<file path="src/rtl/mdu_pkg.sv">
// Shared types for the RV32M multiply/divide sequencer.
// Operation codes, FSM states and ALU function codes.
package mdu_pkg;

    typedef enum logic [2:0] {
        F3_MUL    = 3'b000,
        F3_MULH   = 3'b001,
        F3_MULHSU = 3'b010,
        F3_MULHU  = 3'b011,
        F3_DIV    = 3'b100,
        F3_DIVU   = 3'b101,
        F3_REM    = 3'b110,
        F3_REMU   = 3'b111
    } funct3_e;

    typedef enum logic [2:0] {
        S_IDLE,
        S_ABS_A,
        S_ABS_B,
        S_ITER,
        S_FIX_LO,
        S_FIX_HI,
        S_DONE
    } state_e;

    localparam logic [3:0] ALU_ADD = 4'b0000;
    localparam logic [3:0] ALU_SUB = 4'b1000;

    // rs1 is read as two's complement
    function automatic logic a_is_signed(funct3_e f);
        return f inside {F3_MUL, F3_MULH, F3_MULHSU, F3_DIV, F3_REM};
    endfunction

    // rs2 is read as two's complement
    function automatic logic b_is_signed(funct3_e f);
        return f inside {F3_MUL, F3_MULH, F3_DIV, F3_REM};
    endfunction

endpackage

</file>
<file path="src/rtl/mdu_sequencer_if.sv">
// Request/response and shared-ALU signals of the sequencer.
// master: execute side plus ALU; slave: the sequencer.
interface mdu_sequencer_if;

    logic        start;
    logic        ready;
    logic [2:0]  funct3;
    logic [31:0] op_a;
    logic [31:0] op_b;
    logic        flush;
    logic        busy;
    logic        done;
    logic [31:0] result;
    logic [31:0] alu_op1;
    logic [31:0] alu_op2;
    logic [3:0]  alu_ctrl;
    logic [31:0] alu_result;
    logic        alu_zero;

    modport master (
        output start, funct3, op_a, op_b, flush,
        output alu_result, alu_zero,
        input  ready, busy, done, result,
        input  alu_op1, alu_op2, alu_ctrl
    );

    modport slave (
        input  start, funct3, op_a, op_b, flush,
        input  alu_result, alu_zero,
        output ready, busy, done, result,
        output alu_op1, alu_op2, alu_ctrl
    );

endinterface

</file>
<file path="src/rtl/mdu_sequencer.sv">
// Iterative RV32M sequencer: fixed 37-cycle mul/div/rem
// built on the shared ALU's add and subtract only.
module mdu_sequencer
    import mdu_pkg::*;
(
    input  logic           clk,
    input  logic           rst_n,
    mdu_sequencer_if.slave mdu
);

    state_e      r_state;
    state_e      w_next;
    funct3_e     r_f3;
    logic [4:0]  r_k;
    logic [31:0] r_a;
    logic [31:0] r_b;
    logic [31:0] r_raw_a;
    logic [31:0] r_hi;
    logic [31:0] r_lo;
    logic [31:0] r_result;
    logic        r_sa;
    logic        r_sb;
    logic        r_dz;
    logic        r_lz;
    logic        r_done;

    logic [31:0] w_op1;
    logic [31:0] w_op2;
    logic [3:0]  w_ctrl;
    logic [31:0] w_sum;
    logic [31:0] w_sh;
    logic [31:0] w_bmag;
    logic [31:0] w_hi_fin;
    logic [31:0] w_sel;
    logic        w_accept;
    logic        w_div;
    logic        w_neg;
    logic        w_hi_fix;
    logic        w_carry;
    logic        w_borrow;
    logic        w_take;

    assign w_sum    = mdu.alu_result;
    assign w_div    = r_f3[2];
    assign w_neg    = r_sa ^ r_sb;
    assign w_hi_fix = w_div ? r_sa : w_neg;
    assign w_sh     = {r_hi[30:0], r_lo[31]};
    assign w_bmag   = r_sb ? w_sum : r_b;
    assign w_hi_fin = w_hi_fix ? w_sum : r_hi;

    // 33rd bit of hi + |a|
    assign w_carry = (r_hi[31] & r_a[31])
                   | ((r_hi[31] | r_a[31]) & ~w_sum[31]);

    // borrow out of sh - |b|
    assign w_borrow = (~w_sh[31] & r_b[31])
                    | ((~w_sh[31] | r_b[31]) & w_sum[31]);

    // shifted-out rem bit makes the partial remainder exceed |b|
    assign w_take = r_hi[31] | ~w_borrow;

    // the retiring cycle also takes a new request so ops can issue back-to-back
    assign w_accept = mdu.start & ~mdu.flush
                    & ((r_state == S_IDLE) | (r_state == S_DONE));

    assign mdu.ready    = (r_state == S_IDLE);
    assign mdu.busy     = (r_state != S_IDLE);
    assign mdu.done     = r_done;
    assign mdu.result   = r_result;
    assign mdu.alu_op1  = w_op1;
    assign mdu.alu_op2  = w_op2;
    assign mdu.alu_ctrl = w_ctrl;

    // Final result selection, evaluated while the high word is fixed up
    always_comb begin
        w_sel = r_lo;
        unique case (r_f3)
            F3_MUL:                       w_sel = r_lo;
            F3_MULH, F3_MULHSU, F3_MULHU: w_sel = w_hi_fin;
            F3_DIV, F3_DIVU:              w_sel = r_dz ? '1 : r_lo;
            default:                      w_sel = r_dz ? r_raw_a : w_hi_fin;
        endcase
    end

    // Next state and ALU operand/function drive
    always_comb begin
        w_next = r_state;
        w_op1  = '0;
        w_op2  = '0;
        w_ctrl = ALU_ADD;
        unique case (r_state)
            S_IDLE: begin
                if (w_accept) w_next = S_ABS_A;
            end
            S_ABS_A: begin
                w_op2  = r_a;
                w_ctrl = ALU_SUB;
                w_next = S_ABS_B;
            end
            S_ABS_B: begin
                w_op2  = r_b;
                w_ctrl = ALU_SUB;
                w_next = S_ITER;
            end
            S_ITER: begin
                if (w_div) begin
                    w_op1  = w_sh;
                    w_op2  = r_b;
                    w_ctrl = ALU_SUB;
                end else begin
                    w_op1 = r_hi;
                    w_op2 = r_a;
                end
                if (r_k == 5'd31) w_next = S_FIX_LO;
            end
            S_FIX_LO: begin
                w_op2  = r_lo;
                w_ctrl = ALU_SUB;
                w_next = S_FIX_HI;
            end
            S_FIX_HI: begin
                if (w_div) begin
                    w_op2  = r_hi;
                    w_ctrl = ALU_SUB;
                end else begin
                    w_op1 = ~r_hi;
                    w_op2 = {31'b0, r_lz};
                end
                w_next = S_DONE;
            end
            S_DONE: begin
                w_next = w_accept ? S_ABS_A : S_IDLE;
            end
            default: w_next = S_IDLE;
        endcase
        if (mdu.flush && (r_state != S_IDLE)) w_next = S_IDLE;
    end

    // State register
    always_ff @(posedge clk or negedge rst_n) begin
        if (!rst_n) r_state <= S_IDLE;
        else        r_state <= w_next;
    end

    // Operand capture, shift-add / restoring-divide datapath, result latch
    always_ff @(posedge clk or negedge rst_n) begin
        if (!rst_n) begin
            r_f3     <= F3_MUL;
            r_k      <= '0;
            r_a      <= '0;
            r_b      <= '0;
            r_raw_a  <= '0;
            r_hi     <= '0;
            r_lo     <= '0;
            r_result <= '0;
            r_sa     <= 1'b0;
            r_sb     <= 1'b0;
            r_dz     <= 1'b0;
            r_lz     <= 1'b0;
            r_done   <= 1'b0;
        end else begin
            r_done <= (w_next == S_DONE);
            if (w_accept) begin
                r_f3    <= funct3_e'(mdu.funct3);
                r_a     <= mdu.op_a;
                r_b     <= mdu.op_b;
                r_raw_a <= mdu.op_a;
                r_sa    <= mdu.op_a[31] & a_is_signed(funct3_e'(mdu.funct3));
                r_sb    <= mdu.op_b[31] & b_is_signed(funct3_e'(mdu.funct3));
                r_dz    <= mdu.funct3[2] & (mdu.op_b == '0);
            end else begin
                case (r_state)
                    S_ABS_A: begin
                        if (r_sa) r_a <= w_sum;
                    end
                    S_ABS_B: begin
                        r_b  <= w_bmag;
                        r_hi <= '0;
                        r_lo <= w_div ? r_a : w_bmag;
                        r_k  <= '0;
                    end
                    S_ITER: begin
                        r_k <= r_k + 5'd1;
                        if (w_div) begin
                            r_hi <= w_take ? w_sum : w_sh;
                            r_lo <= {r_lo[30:0], w_take};
                        end else if (r_lo[0]) begin
                            r_hi <= {w_carry, w_sum[31:1]};
                            r_lo <= {w_sum[0], r_lo[31:1]};
                        end else begin
                            r_hi <= {1'b0, r_hi[31:1]};
                            r_lo <= {r_hi[0], r_lo[31:1]};
                        end
                    end
                    S_FIX_LO: begin
                        r_lz <= (r_lo == '0);
                        if (w_neg) r_lo <= w_sum;
                    end
                    S_FIX_HI: begin
                        r_hi <= w_hi_fin;
                        if (!mdu.flush) r_result <= w_sel;
                    end
                    default: ;
                endcase
            end
        end
    end

endmodule

</file>
<file path="src/flat_wrapper.sv">
// flat-port wrapper written by rule: the top's interface ports become plain ports
module mdu_sequencer_flat import mdu_pkg::*;
  (clk, rst_n, mdu_start, mdu_funct3, mdu_op_a, mdu_op_b, mdu_flush, mdu_alu_result, mdu_alu_zero, mdu_ready, mdu_busy, mdu_done, mdu_result, mdu_alu_op1, mdu_alu_op2, mdu_alu_ctrl);
  mdu_sequencer_if mdu_i ();
  input  logic clk;
  input  logic rst_n;
  input wire logic [$bits(mdu_i.start)-1:0] mdu_start;
  input wire logic [$bits(mdu_i.funct3)-1:0] mdu_funct3;
  input wire logic [$bits(mdu_i.op_a)-1:0] mdu_op_a;
  input wire logic [$bits(mdu_i.op_b)-1:0] mdu_op_b;
  input wire logic [$bits(mdu_i.flush)-1:0] mdu_flush;
  input wire logic [$bits(mdu_i.alu_result)-1:0] mdu_alu_result;
  input wire logic [$bits(mdu_i.alu_zero)-1:0] mdu_alu_zero;
  output wire logic [$bits(mdu_i.ready)-1:0] mdu_ready;
  output wire logic [$bits(mdu_i.busy)-1:0] mdu_busy;
  output wire logic [$bits(mdu_i.done)-1:0] mdu_done;
  output wire logic [$bits(mdu_i.result)-1:0] mdu_result;
  output wire logic [$bits(mdu_i.alu_op1)-1:0] mdu_alu_op1;
  output wire logic [$bits(mdu_i.alu_op2)-1:0] mdu_alu_op2;
  output wire logic [$bits(mdu_i.alu_ctrl)-1:0] mdu_alu_ctrl;
  assign mdu_i.start = mdu_start;
  assign mdu_i.funct3 = mdu_funct3;
  assign mdu_i.op_a = mdu_op_a;
  assign mdu_i.op_b = mdu_op_b;
  assign mdu_i.flush = mdu_flush;
  assign mdu_i.alu_result = mdu_alu_result;
  assign mdu_i.alu_zero = mdu_alu_zero;
  assign mdu_ready = mdu_i.ready;
  assign mdu_busy = mdu_i.busy;
  assign mdu_done = mdu_i.done;
  assign mdu_result = mdu_i.result;
  assign mdu_alu_op1 = mdu_i.alu_op1;
  assign mdu_alu_op2 = mdu_i.alu_op2;
  assign mdu_alu_ctrl = mdu_i.alu_ctrl;
  mdu_sequencer u_core (.clk(clk), .rst_n(rst_n), .mdu(mdu_i));
endmodule
</file>
<file path="config.mk">
export PLATFORM = sky130hd
export DESIGN_NAME = mdu_sequencer_flat
export DESIGN_NICKNAME = d
export VERILOG_FILES = /design/src/rtl/mdu_pkg.sv /design/src/rtl/mdu_sequencer_if.sv /design/src/rtl/mdu_sequencer.sv /design/src/flat_wrapper.sv
export SDC_FILE = /design/constraint.sdc
export NUM_CORES = 1
export LEC_CHECK = 0
export CAP_MARGIN = 0
export CORE_AREA = 4 4 246 248
export DETAILED_ROUTE_END_ITERATION = 12
export DIE_AREA = 0 0 250 252
export PLACE_DENSITY = 0.44
export SKIP_CTS_REPAIR_TIMING = 1
export SYNTH_ARGS = -nofsm -noshare
export SYNTH_HDL_FRONTEND = slang
export SYNTH_SLANG_ARGS = --single-unit
</file>
<file path="constraint.sdc">
create_clock -name clk -period 3.4 [get_ports clk]
set_input_delay 0.34 -clock clk [delete_from_list [all_inputs] [get_ports clk]]
set_output_delay 0.34 -clock clk [all_outputs]
set_load 0.05 [all_outputs]
</file>
Word-level counts from Yosys, hierarchy flattened
Cells that the tools add are included.
W data, S select, Z words.
{"block": "classes", "reduce_logical": 25, "n_bitwise": 22, "n_eq_ne": 18, "n_addsub": 1, "n_mux": 34}
{"op": "$mux W32", "count": 20}
{"op": "$pmux W32 S3", "count": 3}
{"op": "$pmux W32 S5", "count": 1}
{"op": "$logic_not A32 Y1", "count": 2}
{"op": "$pmux W32 S2", "count": 1}
{"op": "$not A32 Y32", "count": 1}
{"op": "$eq A3 B3 Y1 const B", "count": 8}
{"op": "$pmux W3 S7", "count": 1}
{"op": "$eq A3 B2 Y1 const B", "count": 5}
{"op": "$pmux W5 S2", "count": 1}
{"op": "$and A1 B1 Y1", "count": 9}
{"op": "$eq A3 B1 Y1 const B", "count": 3}
{"op": "$logic_not A3 Y1", "count": 3}
{"op": "$mux W3", "count": 3}
{"op": "$reduce_bool A3 Y1", "count": 3}
{"op": "$pmux W4 S2", "count": 1}
{"op": "$reduce_and A2 Y1", "count": 4}
{"op": "$reduce_bool A2 Y1", "count": 4}
{"op": "$or A1 B1 Y1", "count": 6}
{"op": "$reduce_and A3 Y1", "count": 2}
{"op": "$reduce_or A3 Y1", "count": 2}
{"op": "$add A5 B1 Y5 const B", "count": 1}
{"op": "$eq A5 B5 Y1 const B", "count": 1}
{"op": "$not A1 Y1", "count": 5}
{"op": "8 further kinds", "count": 10}
{"block": "totals", "in_bits": 104, "reg_bits": 208, "output_inout_bits": 103, "wordCells": 114}

Longest topological paths before layout
{"block": "logic_depth", "depth_word": 9, "ltp_mapped": 8, "ltp_nobuf": 6}

Worst setup path after synthesis
Ideal clock, no wire load.
{"block": "synth_timing", "kind": "flip-flop to output port", "start": "register u_core.r_state[0]", "end": "output mdu_alu_ctrl[3]", "path_buffers": 2, "slack_ns": 0.176, "path_stages_with_launch": 6, "required_ns": 3.060, "arrival_ns": 2.884, "cell_sequence": "dfrtp_1 -> buf_2 -> clkbuf_1 -> or3_1 -> inv_1 -> a211oi_1"}
{"block": "synth_via", "elab_chain_len": 3, "elab_cells_between_ends": 8}
{"item": "from (decl)", "line": "mdu_sequencer.sv:11", "source": "state_e r_state;"}
{"item": "from (signal assigned)", "line": "mdu_sequencer.sv:142", "source": "else r_state <= w_next;"}
{"item": "$eq A3 B2 Y1, or another cell as far along", "line": "mdu_sequencer.sv:91", "source": "unique case (r_state)"}
{"item": "$reduce_or A3 Y1 (no source line) or $reduce_or A2 Y1 (tied branches)"}
{"item": "$pmux W4 S2 (*)", "line": "mdu_sequencer.sv:91"}
{"item": "to (decl)", "line": "flat_wrapper.sv:20", "source": "output wire logic [$bits(mdu_i.alu_ctrl)-1:0] mdu_alu_ctrl;"}
Every way passes the cells marked *; elsewhere a longest branch is shown, timed or not.

Worst setup path after layout
{"block": "layout_timing", "start": "register u_core.r_state[1]", "end": "output mdu_alu_op1[21]"}
{"block": "layout_via", "elab_chain_len": 2, "elab_cells_between_ends": 3}
{"item": "$eq A3 B3 Y1 or $eq A3 B2 Y1 (tied branches)", "line": "mdu_sequencer.sv:91"}
{"item": "$pmux W32 S2 (*)", "line": "mdu_sequencer.sv:91"}
{"item": "to (decl)", "line": "flat_wrapper.sv:18", "source": "output wire logic [$bits(mdu_i.alu_op1)-1:0] mdu_alu_op1;"}
Marks and branches as above.

==> reports/results.ini <==
[routing]
vias=14636
drc_errors=0
firstDrtPassIters=7
drt_iter0_drc=1421
routed_wl_um=63760
ant_nets=0
viasPerCell=5.357
avgRoutedWirePerCell_um=23.34

[place]
io_buffers=202
place_hpwl_um=42900
gp_congestion=0.8264
place_ws_ps=643.0

[worst_setup_path]
path_class=register to output pin
crit_path_max_incr_delay_ps=640
path_delay_family=simple AND/OR/NAND/NOR gates
worstPathCellList=nor2b_1 -> and2_2 -> buf_4 -> nand3_1 -> o21ai_0 -> buf_4
critPathBufInv=2
arrival_ps=2790
endpoint_kind=output pin
cp_common_cell=buf_4
start_kind=register
cpMaxStageDelayCell=dfrtp_1
cp.required_ps=3060
cp_max_fo=22

[final_layout]
nNetsFinal=2043
ff_latch_area_sq_mm=0.005213
multi_input_area_sq_mm=0.008346
drive_above_1_share_pct=11.24
syn_to_final_growth_pct=29.77
nFillCells=6139

[sta]
setup-tns-final_ps=0
min_period_over_period_pct=92.11
rsz0062_at_grt=no
fin_skew_ps=11.04
worst_slack_ps=268.3
slew_headroom_pct=20.57
fmax_mhz=319.3
fin_crit_ps=3132
final-max-slew-violation-count=0
finalSetupViolCount=0
worst_pin_slew_ps=1192
hold_viol=0
worst_hold_slack_ps=341.3

[pwr]
pwr-share-seq_pct=35.4
clkPwrFrac_pct=27.3
peakVddDrop_v=0.0003941
totalPowerFinal_mw=11.43
switching_share_pct=40.83
power.density_mw_per_mm2=611.3
p_sw_mw=4.668
power_leakage_nw=8.222
power_frac_comb_pct=37.4
p_int_mw=6.765

[global_route]
grt_usage_pct=19.40
grt_pass1_vias=14225
grt_max_degree=106
grt_overflow_total=0
antenna_found_initial=1
grt_pass1_wl_um=95210

[clock_tree]
root_buffer=clkbuf_16
clk_path_buf_depth=3
htree_levels=1
insertion_delay_ps=570
clock_sinks=208
cts_made_buffers=29
clk_pin_slew_ps=60
tritoncts=built

[synthesis]
synth-seq-area-share_pct=36.11
yosys_warnings=0
netlist_instances=1856
async_reset_ff_share_pct=100.0
synth_edf_count=0
avgSynthCellArea_sq_um=7.765
synthFlopType=dfrtp_1
post_synth_instance_area_sq_mm=0.01441
yosys_register_bits=208
ys_types=57

[floorplan]
fp.dieArea_sq_mm=0.06300
rows=89
io_pins=207
die_h_um=252
start_util_pct=24.65
core_sq_mm=0.05846
die_w_um=250

[run_status]
status=finished clean

[flow_run]
cap_violations=0

[min_path]
hp-class=primary input to register

## worst register-to-register path, delay by kind of cell, from the launching register on
family / cells / cell delay, ps
and+or+nand+nor: 1 / 180
buffers and inverters: 2 / 710
xor gates and xnor gates: 1 / 840
AOI/OAI and AO/OA: 2 / 140
DFF: 1 / 520
## path summary, 6_finish.rpt
check	from	to	slack, ps	depth (start not counted)
worst max-delay path	u_core.r_state[1]	mdu_alu_op1[21]	270	6
worst min-delay path	mdu_op_a[6]	u_core.r_raw_a[6]	340	3
worst max register to register	u_core.r_sa	u_core.r_lo[20]	880	6
worst min register to register	u_core.r_raw_a[19]	u_core.r_raw_a[19]	480	2
max in group asynchronous	rst_n	u_core.mdu.result[17]	2050	3
min in group asynchronous	rst_n	u_core.mdu.done	390	2
## registers in the layout, indices dropped and copies added (netlist names)
signal	count
u_core.r_k	5
u_core.r_raw_a	32
u_core.mdu.result	32
u_core.r_f3	3
u_core.r_dz	1
u_core.r_a	32
u_core.r_sb	1
u_core.r_state	3
u_core.r_hi	32
u_core.mdu.done	1
u_core.r_b	32
u_core.r_lo	32
u_core.r_lz	1
u_core.r_sa	1
## synthesized netlist by cell type, types with 9 or more instances
library cell  count  area share (%)
nand3_1          41             1.4
a222oi_1         30             2.1
buf_1            20            0.52
a22oi_1          55             2.9
a21oi_1         166             5.8
a31oi_1          12            0.52
a2bb2oi_1        25             1.5
nor2_1          112             2.9
dfrtp_1         208              36
inv_1             9            0.23
o21ai_0         141             4.9
a211o_1          30             1.8
a221oi_1         61             3.7
nand2b_1         35             1.5
and3_1           32             1.4
buf_2            50             1.7
nor2b_1          27             1.2
mux2i_1         129             9.0
clkbuf_1        152             4.0
o22a_1           26             1.6
nand2_1         414              11
nor4_1           14            0.61
## power groups by stage
stage	sequential, mW	combinational [mW]	clock (mW)
2_1_floorplan	3.61	2.94	0
3_3_place_gp	4.03	4.19	0
3_5_place_dp	4.06	4.26	0
4_1_cts	4.02	4.28	3.19
5_1_grt	4.13	4.65	3.29
6_report	4.04	4.27	3.12
## cells by family (layout without fill, tap and decap cells)
| logic type | Yosys count | count (layout) | share of synthesized area [%] |
|---|---|---|---|
| mux | 136 | 136 | 9.506 |
| buf+inv | 238 | 338 | 6.815 |
| xor+xnor | 3 | 3 | 0.2344 |
| fa+ha+maj | 2 | 2 | 0.1736 |
| compound gates | 571 | 571 | 26.11 |
| flops | 208 | 208 | 36.11 |
| simple gates | 697 | 697 | 21.02 |
| other cells | 1 | 4 | 0.02602 |
## placed cells by master, fill, tap and decap left out, types with 4 or more instances in the layout
master	instances
nand2_1	413
dfrtp_1	204
a21oi_1	164
o21ai_0	140
clkdlybuf4s50_1	136
mux2i_1	129
nor2_1	107
buf_4	79
a221oi_1	61
buf_12	60
a22oi_1	55
nand3_1	41
nand2b_1	35
and3_1	31
a222oi_1	30
a211o_1	30
clkbuf_16	29
nor2b_1	27
o22a_1	26
a2bb2oi_1	25
nor4_1	14
a31oi_1	12
inv_1	8
clkbuf_1	8
mux2_2	7
clkbuf_8	6
clkinv_2	5
nor2_2	4
o21ai_1	4
a22o_1	4
nand4_1	4
## metrics by stage
step | area (sq um) | utilization (%) | std cells
floorplan | 14420 | - | 1858
global placement | 17730 | 30.33 | 2678
detailed placement | 17730 | 30.33 | 2678
CTS | 18690 | 31.97 | 2730
global route | 18700 | 31.99 | 2731
finish | 18700 | 31.99 | 2732
## per-layer routing
layer | vias up | routed length [um] | GRT usage [%]
li1 | 6773 | - | -
met1 | 7189 | 28170 | 26.81
met2 | 593 | 29860 | 32.07
met3 | 79 | 4530 | 3.319
met4 | 2 | 1184 | 4.216
met5 | - | 13 | 0
## final cells by class
type | instances | share of cell area (%)
Multi-Input combinational cell | 1412 | 44.62
Sequential cell | 208 | 27.87
Timing Repair Buffer | 277 | 17.01
Tap cell | 773 | 5.171
Clock buffer | 43 | 4.482
Clock inverter | 9 | 0.6556
Inverter | 9 | 0.1806
Antenna cell | 1 | 0.01338
Note: power is estimated with default switching activity, not from simulation.
